### src/rtl/exe_stage.sv
// Execute stage: ALU, single-cycle multiply, iterative restoring divider, data SRAM request
// generation and result forwarding to decode.
module exe_stage #(
  parameter int unsigned DS_TO_ES_BUS_WD = 151,
  parameter int unsigned ES_TO_MS_BUS_WD = 72,
  parameter int unsigned ES_TO_DS_BUS_WD = 39,
  parameter int unsigned DIV_ITERS       = 32
) (
  input  logic                       clk,
  input  logic                       reset,
  input  logic                       ms_allowin,
  output logic                       es_allowin,
  input  logic                       ds_to_es_valid,
  input  logic [DS_TO_ES_BUS_WD-1:0] ds_to_es_bus,
  output logic                       es_to_ms_valid,
  output logic [ES_TO_MS_BUS_WD-1:0] es_to_ms_bus,
  output logic [ES_TO_DS_BUS_WD-1:0] es_to_ds_forward_bus,
  output logic                       es_to_ds_valid,
  output logic                       data_sram_en,
  output logic [3:0]                 data_sram_we,
  output logic [31:0]                data_sram_addr,
  output logic [31:0]                data_sram_wdata
);

  localparam int unsigned CntW = $clog2(DIV_ITERS);

  typedef enum logic [1:0] {DivIdle, DivBusy, DivDone} div_state_e;

  logic                       es_valid_q;
  logic [DS_TO_ES_BUS_WD-1:0] es_bus_q;
  logic                       es_ready_go;

  logic [11:0] alu_op;
  logic [2:0]  md_op;
  logic        load_op, store_op, gr_we;
  logic [4:0]  dest;
  logic [31:0] src1, src2, rkd_value, pc;

  assign {alu_op, md_op, load_op, store_op, gr_we, dest, src1, src2, rkd_value, pc} = es_bus_q;

  assign es_allowin     = !es_valid_q || (es_ready_go && ms_allowin);
  assign es_to_ms_valid = es_valid_q && es_ready_go;
  assign es_to_ds_valid = es_valid_q;

  always_ff @(posedge clk) begin
    if (reset) begin
      es_valid_q <= 1'b0;
    end else if (es_allowin) begin
      es_valid_q <= ds_to_es_valid;
    end
  end

  always_ff @(posedge clk) begin
    if (ds_to_es_valid && es_allowin) begin
      es_bus_q <= ds_to_es_bus;
    end
  end

  // ALU: one-hot select folded into an AND-OR mux
  logic [31:0] alu_result;
  logic [31:0] sra_result;
  assign sra_result = $unsigned($signed(src1) >>> src2[4:0]);

  always_comb begin
    alu_result = ({32{alu_op[0]}}  & (src1 + src2))
               | ({32{alu_op[1]}}  & (src1 - src2))
               | ({32{alu_op[2]}}  & {31'b0, $signed(src1) < $signed(src2)})
               | ({32{alu_op[3]}}  & {31'b0, src1 < src2})
               | ({32{alu_op[4]}}  & (src1 & src2))
               | ({32{alu_op[5]}}  & ~(src1 | src2))
               | ({32{alu_op[6]}}  & (src1 | src2))
               | ({32{alu_op[7]}}  & (src1 ^ src2))
               | ({32{alu_op[8]}}  & (src1 << src2[4:0]))
               | ({32{alu_op[9]}}  & (src1 >> src2[4:0]))
               | ({32{alu_op[10]}} & sra_result)
               | ({32{alu_op[11]}} & src2);
  end

  // Sign-extend only for mulh; low word is identical either way
  logic        mul_signed;
  logic [63:0] mul_x, mul_y, product;
  assign mul_signed = (md_op == 3'd2);
  assign mul_x      = {{32{mul_signed & src1[31]}}, src1};
  assign mul_y      = {{32{mul_signed & src2[31]}}, src2};
  assign product    = mul_x * mul_y;

  // Divider
  logic            is_div;
  div_state_e      div_state_q, div_state_d;
  logic [CntW-1:0] cnt_q;
  logic [31:0]     quo_q, rem_q, dvs_q;
  logic            neg_quo_q, neg_rem_q;
  logic            div_signed, s1_neg, s2_neg;
  logic [32:0]     rem_shift;
  logic            rem_ge;
  logic [31:0]     rem_diff;
  logic [31:0]     div_result;

  assign is_div     = md_op[2];
  assign div_signed = !md_op[0];
  assign s1_neg     = div_signed & src1[31];
  assign s2_neg     = div_signed & src2[31];

  assign rem_shift = {rem_q, quo_q[31]};
  assign rem_ge    = rem_shift[32] || (rem_shift[31:0] >= dvs_q);
  assign rem_diff  = rem_shift[31:0] - dvs_q;

  assign div_result = md_op[1] ? (neg_rem_q ? -rem_q : rem_q) : (neg_quo_q ? -quo_q : quo_q);
  assign es_ready_go = !is_div || (div_state_q == DivDone);

  always_comb begin
    div_state_d = div_state_q;
    unique case (div_state_q)
      DivIdle: if (es_valid_q && is_div) div_state_d = DivBusy;
      DivBusy: if (cnt_q == '0) div_state_d = DivDone;
      DivDone: if (es_to_ms_valid && ms_allowin) div_state_d = DivIdle;
      default: div_state_d = DivIdle;
    endcase
  end

  always_ff @(posedge clk) begin
    if (reset) begin
      div_state_q <= DivIdle;
      cnt_q       <= '0;
      quo_q       <= '0;
      rem_q       <= '0;
      dvs_q       <= '0;
      neg_quo_q   <= 1'b0;
      neg_rem_q   <= 1'b0;
    end else begin
      div_state_q <= div_state_d;
      if (div_state_q == DivIdle && es_valid_q && is_div) begin
        quo_q     <= s1_neg ? -src1 : src1;
        dvs_q     <= s2_neg ? -src2 : src2;
        rem_q     <= '0;
        neg_quo_q <= s1_neg ^ s2_neg;
        neg_rem_q <= s1_neg;
        cnt_q     <= CntW'(DIV_ITERS - 1);
      end else if (div_state_q == DivBusy) begin
        rem_q <= rem_ge ? rem_diff : rem_shift[31:0];
        quo_q <= {quo_q[30:0], rem_ge};
        cnt_q <= cnt_q - 1'b1;
      end
    end
  end

  logic [31:0] mem_addr;
  logic [31:0] exe_result;
  assign mem_addr = src1 + src2;

  always_comb begin
    exe_result = alu_result;
    case (md_op)
      3'd1:                    exe_result = product[31:0];
      3'd2, 3'd3:              exe_result = product[63:32];
      3'd4, 3'd5, 3'd6, 3'd7:  exe_result = div_result;
      default:                 exe_result = alu_result;
    endcase
    if (load_op) exe_result = mem_addr;
  end

  logic forward_enable, dep_need_stall;
  assign forward_enable = es_valid_q && gr_we && (dest != 5'd0);
  assign dep_need_stall = es_valid_q && (load_op || (is_div && div_state_q != DivDone));

  assign es_to_ms_bus         = {store_op, load_op, gr_we, dest, exe_result, pc};
  assign es_to_ds_forward_bus = {dep_need_stall, forward_enable, dest, exe_result};

  assign data_sram_en    = !reset && es_valid_q && (load_op || store_op) && ms_allowin;
  assign data_sram_we    = {4{!reset && store_op && es_valid_q}} & 4'hF;
  assign data_sram_addr  = reset ? 32'd0 : mem_addr;
  assign data_sram_wdata = reset ? 32'd0 : rkd_value;

endmodule

### config.mk
export PLATFORM = sky130hd
export DESIGN_NAME = exe_stage
export DESIGN_NICKNAME = d
export VERILOG_FILES = /design/src/rtl/exe_stage.sv
export SDC_FILE = /design/constraint.sdc
export NUM_CORES = 2
export LEC_CHECK = 0
export ABC_AREA = 1
export CORE_ASPECT_RATIO = 1.25
export CORE_MARGIN = 1
export CORE_UTILIZATION = 55
export CTS_BUF_LIST = sky130_fd_sc_hd__clkbuf_16
export DETAILED_ROUTE_END_ITERATION = 12
export PLACE_DENSITY = 0.83
export SLEW_MARGIN = 15
export SYNTH_ARGS = -nofsm -noshare
export SYNTH_HDL_FRONTEND = slang
export SYNTH_SLANG_ARGS = --single-unit
### constraint.sdc
create_clock -name clk -period 14.1 [get_ports clk]
set_input_delay 2.82 -clock clk [delete_from_list [all_inputs] [get_ports clk]]
set_output_delay 2.82 -clock clk [all_outputs]
set_load 0.1 [all_outputs]
== After elaboration in Yosys (flattened, before gate mapping) ==
Index checks and enable logic that the tools add are counted.

* Output and inout bits: 183
* Bits of input ports: 155
* Logic and storage cells: 120
* Flip-flop bits (word level): 257

* Add/sub/neg operators: 8
* Shift-type cells: 3
* $lt $le $gt $ge: 3
* Mux-type cells: 18
* Bitwise logic cells: 32
* Eq/ne operators: 13
* Multipliers: 1
* Reductions and logical operators: 33

{| class="wikitable"
|+ Operator list
! kind !! count
|-
| 32-bit bitwise OR || 12
|-
| 32-bit bitwise AND || 11
|-
| 32-bit 2-to-1 mux || 11
|-
| 32-bit negation || 4
|-
| 32-bit case mux with 3 select lines || 1
|-
| 32-bit by 1-bit bitwise AND with 32-bit output || 2
|-
| 32-bit less-than comparator || 2
|-
| 33-bit by 33-bit multiplier with 64-bit output || 1
|-
| 32-bit subtractor || 2
|-
| 32-bit adder || 1
|-
| 32-bit >= comparator || 1
|-
| 32-bit inverter || 1
|-
| 32-bit by 5-bit << shifter with 32-bit output || 1
|-
| 32-bit by 5-bit >> shifter with 32-bit output || 1
|-
| 32-bit by 5-bit >>> shifter with 32-bit output || 1
|-
| 32-bit bitwise XOR || 1
|-
| 1-bit logical AND || 16
|-
| 3-bit == test (second input constant) || 4
|-
| 5-bit 2-to-1 mux || 2
|-
| 3-bit by 2-bit == test with 1-bit output (second input constant) || 2
|-
| 2-bit 2-to-1 mux || 3
|-
| 2-bit != test (second input constant) || 3
|-
| 2-bit case mux with 3 select lines || 1
|-
| 5-bit logical NOT || 1
|-
| other kinds (15) || 26
|}

== Longest topological paths before layout ==
* Depth in word-level cells: 15
* Depth in mapped cells: 38
* Mapped depth without buffers: 35

== Worst setup path after synthesis ==
OpenSTA, ideal clock, no wires.

* Path kind: reg-to-output
* From: register es_bus_q[138]
* To: output es_to_ms_bus[62]
* Slack: 2.484 ns
* Data required time: 11.280 ns
* Arrival time: 8.796 ns
* Path buffers: 4
* Cell stages (with the launch flop): 33
* Cells stage by stage: edfxtp_1 > buf_4 > clkinv_1 > nand3_1 > clkbuf_1 > buf_1 > nor2_1 > fa_1 > inv_1 > fa_1 > inv_1 > fa_1 > inv_1 > fa_1 > fa_1 > inv_1 > fa_1 > inv_1 > fa_1 > fa_1 > inv_1 > ha_1 > nand2_1 > nor2_1 > nand2_1 > nor4_1 > nand2_1 > nand3_1 > nand3_1 > nand4_1 > nand3_1 > nand2_1 > buf_4

* Word-level cells in the longest chain between the ends: 5
* Elaborated cells on any way between the ends: 14
* Those cells by class: mul (1); eq/ne (7); mux (2); bitwise (2); reduce/logical (2)

{| class="wikitable"
|+ RTL lines
! what !! line !! source
|-
| from (decl) || 30 || <nowiki>logic [DS_TO_ES_BUS_WD-1:0] es_bus_q;</nowiki>
|-
| from (signal assigned) || 55 || <nowiki>es_bus_q <= ds_to_es_bus;</nowiki>
|-
| 3-bit by 2-bit == test with 1-bit output || 82, 153 ||
|-
| 1-bit bitwise AND, on equally long branches || 83, 84 ||
|-
| 33-bit by 33-bit multiplier with 64-bit output || 85 || <nowiki>assign product = mul_x * mul_y;</nowiki>
|-
| 32-bit case mux with 3 select lines * || 153 || <nowiki>case (md_op)</nowiki>
|-
| 32-bit 2-to-1 mux * || 159 || <nowiki>if (load_op) exe_result = mem_addr;</nowiki>
|-
| to (decl) || 16 || <nowiki>output logic [ES_TO_MS_BUS_WD-1:0] es_to_ms_bus,</nowiki>
|}

Mark *: on every way between the ends. The rest lies on a longest branch, timed or not.

== Final worst setup path ==
* From: register es_bus_q[137]
* To: output es_to_ms_bus[56]

The elaborated chain is that of the path after synthesis.

==> summary.txt <==
PLACED DESIGN
-----------------------------------------------------------------------------------------------
Port Buf Inserts                                                                            337
Half-perimeter wire length after placement                                               271 mm
Last weighted congestion value of the routability-driven placer                            1.16
Pre-CTS worst setup slack                                                              0.243 ns

ROUTE
-----------------------------------------------------------------------------------------------
Drt drc                                                                                       0
Length of the first detailed-routing pass in iterations                                      10
Number of violations reported at the end of detailed-routing iteration 0                  10.2k
Vias                                                                                      69.1k
Final wirelength                                                                         338 mm
Count of antenna-violating nets left after detailed routing                                   0
Routed length per instance                                                              30.7 um
Vias per cell                                                                              6.28

SETUP PATH
-----------------------------------------------------------------------------------------------
Worst reg2reg startpoint                                                           es_bus_q[66]$_DFFE_PP_
Max stage delay on crit path                                                            0.76 ns
Worst path arrival time                                                                11.31 ns
Gate family responsible for the most delay along the worst path                     adder cells
Startpoint type of the worst setup path                                               flip-flop
Crit Path Class                                                                    flip-flop to primary output
Cell with the biggest individual delay on the critical path                                fa_2
Worst setup path start                                                             es_bus_q[137]$_DFFE_PP_
Cell depth of the worst flop-to-flop path                                                    15
CP Data Required Time                                                                  11.28 ns
Bufs and invs on worst path                                                                   6
CP most frequent cell                                                                      fa_1
Endpoint of the worst register-to-register path                                    dvs_q[23]$_SDFFE_PP0P_
Crit path max fanout                                                                         26
R2r setup slk                                                                           9.05 ns
Capturing element type of the critical path                                        primary output

LAYOUT
-----------------------------------------------------------------------------------------------
Final Net Count                                                                           11.0k
Most common cell after layout, fill and taps aside                                      nand2_1
Combined area of the multi-input logic cells                                         49500 um^2
Fraction of layout cells with a size suffix above 1                                       4.23%
Growth of design area from synthesis to finish                                            8.97%
Top library cells by usage in the layout, fill and taps aside                      nand2_1 (2552), inv_1 (2013), fa_1 (1126)
Area of all sequential standard cells                                                 6660 um^2
Number of fill cells                                                                      10.5k

TIMING
-----------------------------------------------------------------------------------------------
Slew Viols, Final                                                                             0
Final count of hold timing violations                                                         0
Relative slew margins                                                                     4.92%
Number of setup violations in the final report                                                2
Peak Freq                                                                              70.8 MHz
Share of the cycle needed by the critical path after routing                               100%
Smallest setup slack after layout                                                    -0.0275 ns
Clock tree skew after final layout                                                     0.130 ns
Actual transition at the worst max-transition pin                                       1.41 ns
Clock period minus final worst setup slack                                             14.13 ns

SYNTH
-----------------------------------------------------------------------------------------------
Share of Yosys cell area claimed by the top area cell type                                34.2%
Fraction of synthesis flops using an asynchronous set or reset pin                           0%
Flip-flop and latch count after synthesis                                                   257
Gate count of the mapped netlist                                                           9333
Netlist area before placement                                                        66100 um^2
Number of synthesized flops with an enable pin                                              151
Fraction of the mapped netlist area in compound gates                                     8.44%
Fraction of the mapped netlist area in simple logic gates                                 24.4%
Proportion of synthesized chip area in sequential cells                                   10.1%
Multiplexer fraction of the synthesized cell area                                        0.167%
Dominant combinational cell family by area after synthesis                          adder cells
Post-Synthesis Net Count                                                                  11.0k
Count of different cell masters after synthesis                                              65
Post-Synthesis Mean Instance Area                                                     7.08 um^2
Predominant post-synthesis flop cell                                                   edfxtp_1
Yosys Warn Count                                                                              0
Area share of xor/xnor cells in the synthesized design                                    1.10%
Top post-synthesis cells by area                                                   fa_1 (34%), nand2_1 (15%), inv_1 (11%)
Largest area contributor in the synthesized netlist                                        fa_1
Share of synthesized cell area in full adder, half adder and majority cells               40.7%

CTS
-----------------------------------------------------------------------------------------------
Clock input transition at the sequential cells of the worst setup and hold paths        0.06 ns
Clock tree from TritonCTS                                                                  done
Number of clock sinks                                                                       257
# H-tree levels                                                                               2
Skew-Pair Late Insertion Delay                                                          0.73 ns
Root cell of the clock tree                                                           clkbuf_16
CTS Hold Buffers Added                                                                        0
Max Buffers Root-to-Sink                                                                      3
Number of buffers inserted during clock tree synthesis                                       35

DIE
-----------------------------------------------------------------------------------------------
Placeable core region                                                               119000 um^2
Top Ports                                                                                   338
Chip Height                                                                              390 um
X dimension of the die                                                                   312 um
Number of rows created at floorplan                                                         141
Initial Util                                                                              55.7%
DIE AREA                                                                            122000 um^2

GLOBAL ROUTING
-----------------------------------------------------------------------------------------------
Number of antenna violations at the first check in global routing                            46
First-pass GRT wire length                                                               477 mm
Total congestion overflow                                                                     0
Total global routing track utilization                                                    55.2%
Largest net degree at the start of global routing                                            76
Via count of the first global-routing pass                                                70.1k

MIN PATH
-----------------------------------------------------------------------------------------------
Worst min-delay path class                                                         flip-flop to flip-flop
Hold Crit Endpoint                                                                 quo_q[19]$_SDFFE_PP0P_
HP Start                                                                           quo_q[19]$_SDFFE_PP0P_
Hold path cells                                                                               2

RUN STATUS
-----------------------------------------------------------------------------------------------
Failing checks                                                                     setup timing
Run status                                                                         finished, violations left

FLOW RUN
-----------------------------------------------------------------------------------------------
# Max-Cap Violations                                                                          0

-- tightest hold or removal path: stages (launching register included) --
cell and delay, ns:
dfxtp_1 0.32, nand2_1 0.06, a21oi_1 0.06
-- how the worst max path moves through the flow --
| stage | endpoint | slack [ns] | depth (start not counted) |
|---|---|---|---|
| 4_1_cts | es_to_ms_bus[56] | 0.03 | 29 |
| 6_report | es_to_ms_bus[56] | -0.03 | 27 |
| 5_1_grt | es_to_ds_forward_bus[28] | -0.003 | 33 |
| 3_3_place_gp | es_to_ms_bus[56] | 0.33 | 27 |
| 2_1_floorplan | es_to_ms_bus[62] | 2.48 | 32 |
| 3_5_place_dp | es_to_ms_bus[56] | 0.24 | 27 |
-- per-stage QoR --
stage | std cells | hold slack, ns | utilization, % | setup TNS [ns] | instance area, um^2
after floorplan | 9333 | 0.422 | - | 0 | 66100
after global placement | 10900 | 0.475 | 59.6 | 0 | 70800
after detailed placement | 10900 | 0.475 | 59.6 | 0 | 70800
after CTS | 11000 | 0.484 | 60.5 | 0 | 71900
after global routing | 11000 | 0.500 | 60.6 | -0.00551 | 72000
final | 11000 | 0.486 | 60.7 | -0.0416 | 72000
-- what timing repair did --
item,4_1_cts,5_1_grt
endpoints found under the setup margin,12,20
endpoints found under the hold margin,0,0
buffers inserted,0,3
gates resized for setup,4,13
pin swaps,0,2
cloned,0,0
-- synthesized netlist by cell type, types with 17 or more instances --
cell / number
a21oi_1: 381
buf_1: 86
buf_2: 48
buf_4: 86
clkbuf_1: 287
dfxtp_1: 106
edfxtp_1: 151
fa_1: 1128
ha_1: 347
inv_1: 2013
nand2_1: 2554
nand3_1: 472
nand3b_1: 22
nand4_1: 87
nor2_1: 686
nor3_1: 66
nor4_1: 17
o211ai_1: 34
o21ai_0: 366
o21bai_1: 43
o22ai_1: 38
or2_2: 20
xnor2_1: 19
xor2_1: 64
-- kinds of logic (layout without fill, tap and decap cells) --
family                     after synthesis  in the layout
AOI/OAI and AO/OA                      996            996
xor gates and xnor gates                83             83
adders and majority gates             1475           1475
buffers and inverters                 2547           2626
DFF                                    257            257
muxes                                   11             11
other                                    0             28
and+or+nand+nor                       3964           3964
-- flip-flops by register name, indices dropped and copies added (netlist names) --
signal          count
dvs_q              32
cnt_q               5
es_bus_q          151
div_state_q         2
neg_quo_q           1
rem_q              32
es_to_ds_valid      1
quo_q              32
neg_rem_q           1
-- per-layer routing --
metal  global-route usage, %  vias up  wire [um]
met5                    1.95        -        469
li1                        -    28200          -
met3                    24.8     2034      52700
met2                    79.0     6235     137000
met4                    53.2       36      41500
met1                    60.1    32600     107000
-- layout make-up --
type | count | share of cell area [%]
Multi-Input combinational cell | 6529 | 68.8
Sequential cell | 257 | 9.24
Inverter | 2032 | 10.6
Antenna cell | 28 | 0.0973
Clock inverter | 27 | 0.280
Clock buffer | 36 | 1.25
Tap cell | 1573 | 2.73
Timing Repair Buffer | 531 | 7.05
Power is not shown: default switching activity piles up to over one toggle a cycle in this logic, so the estimate is an artifact.
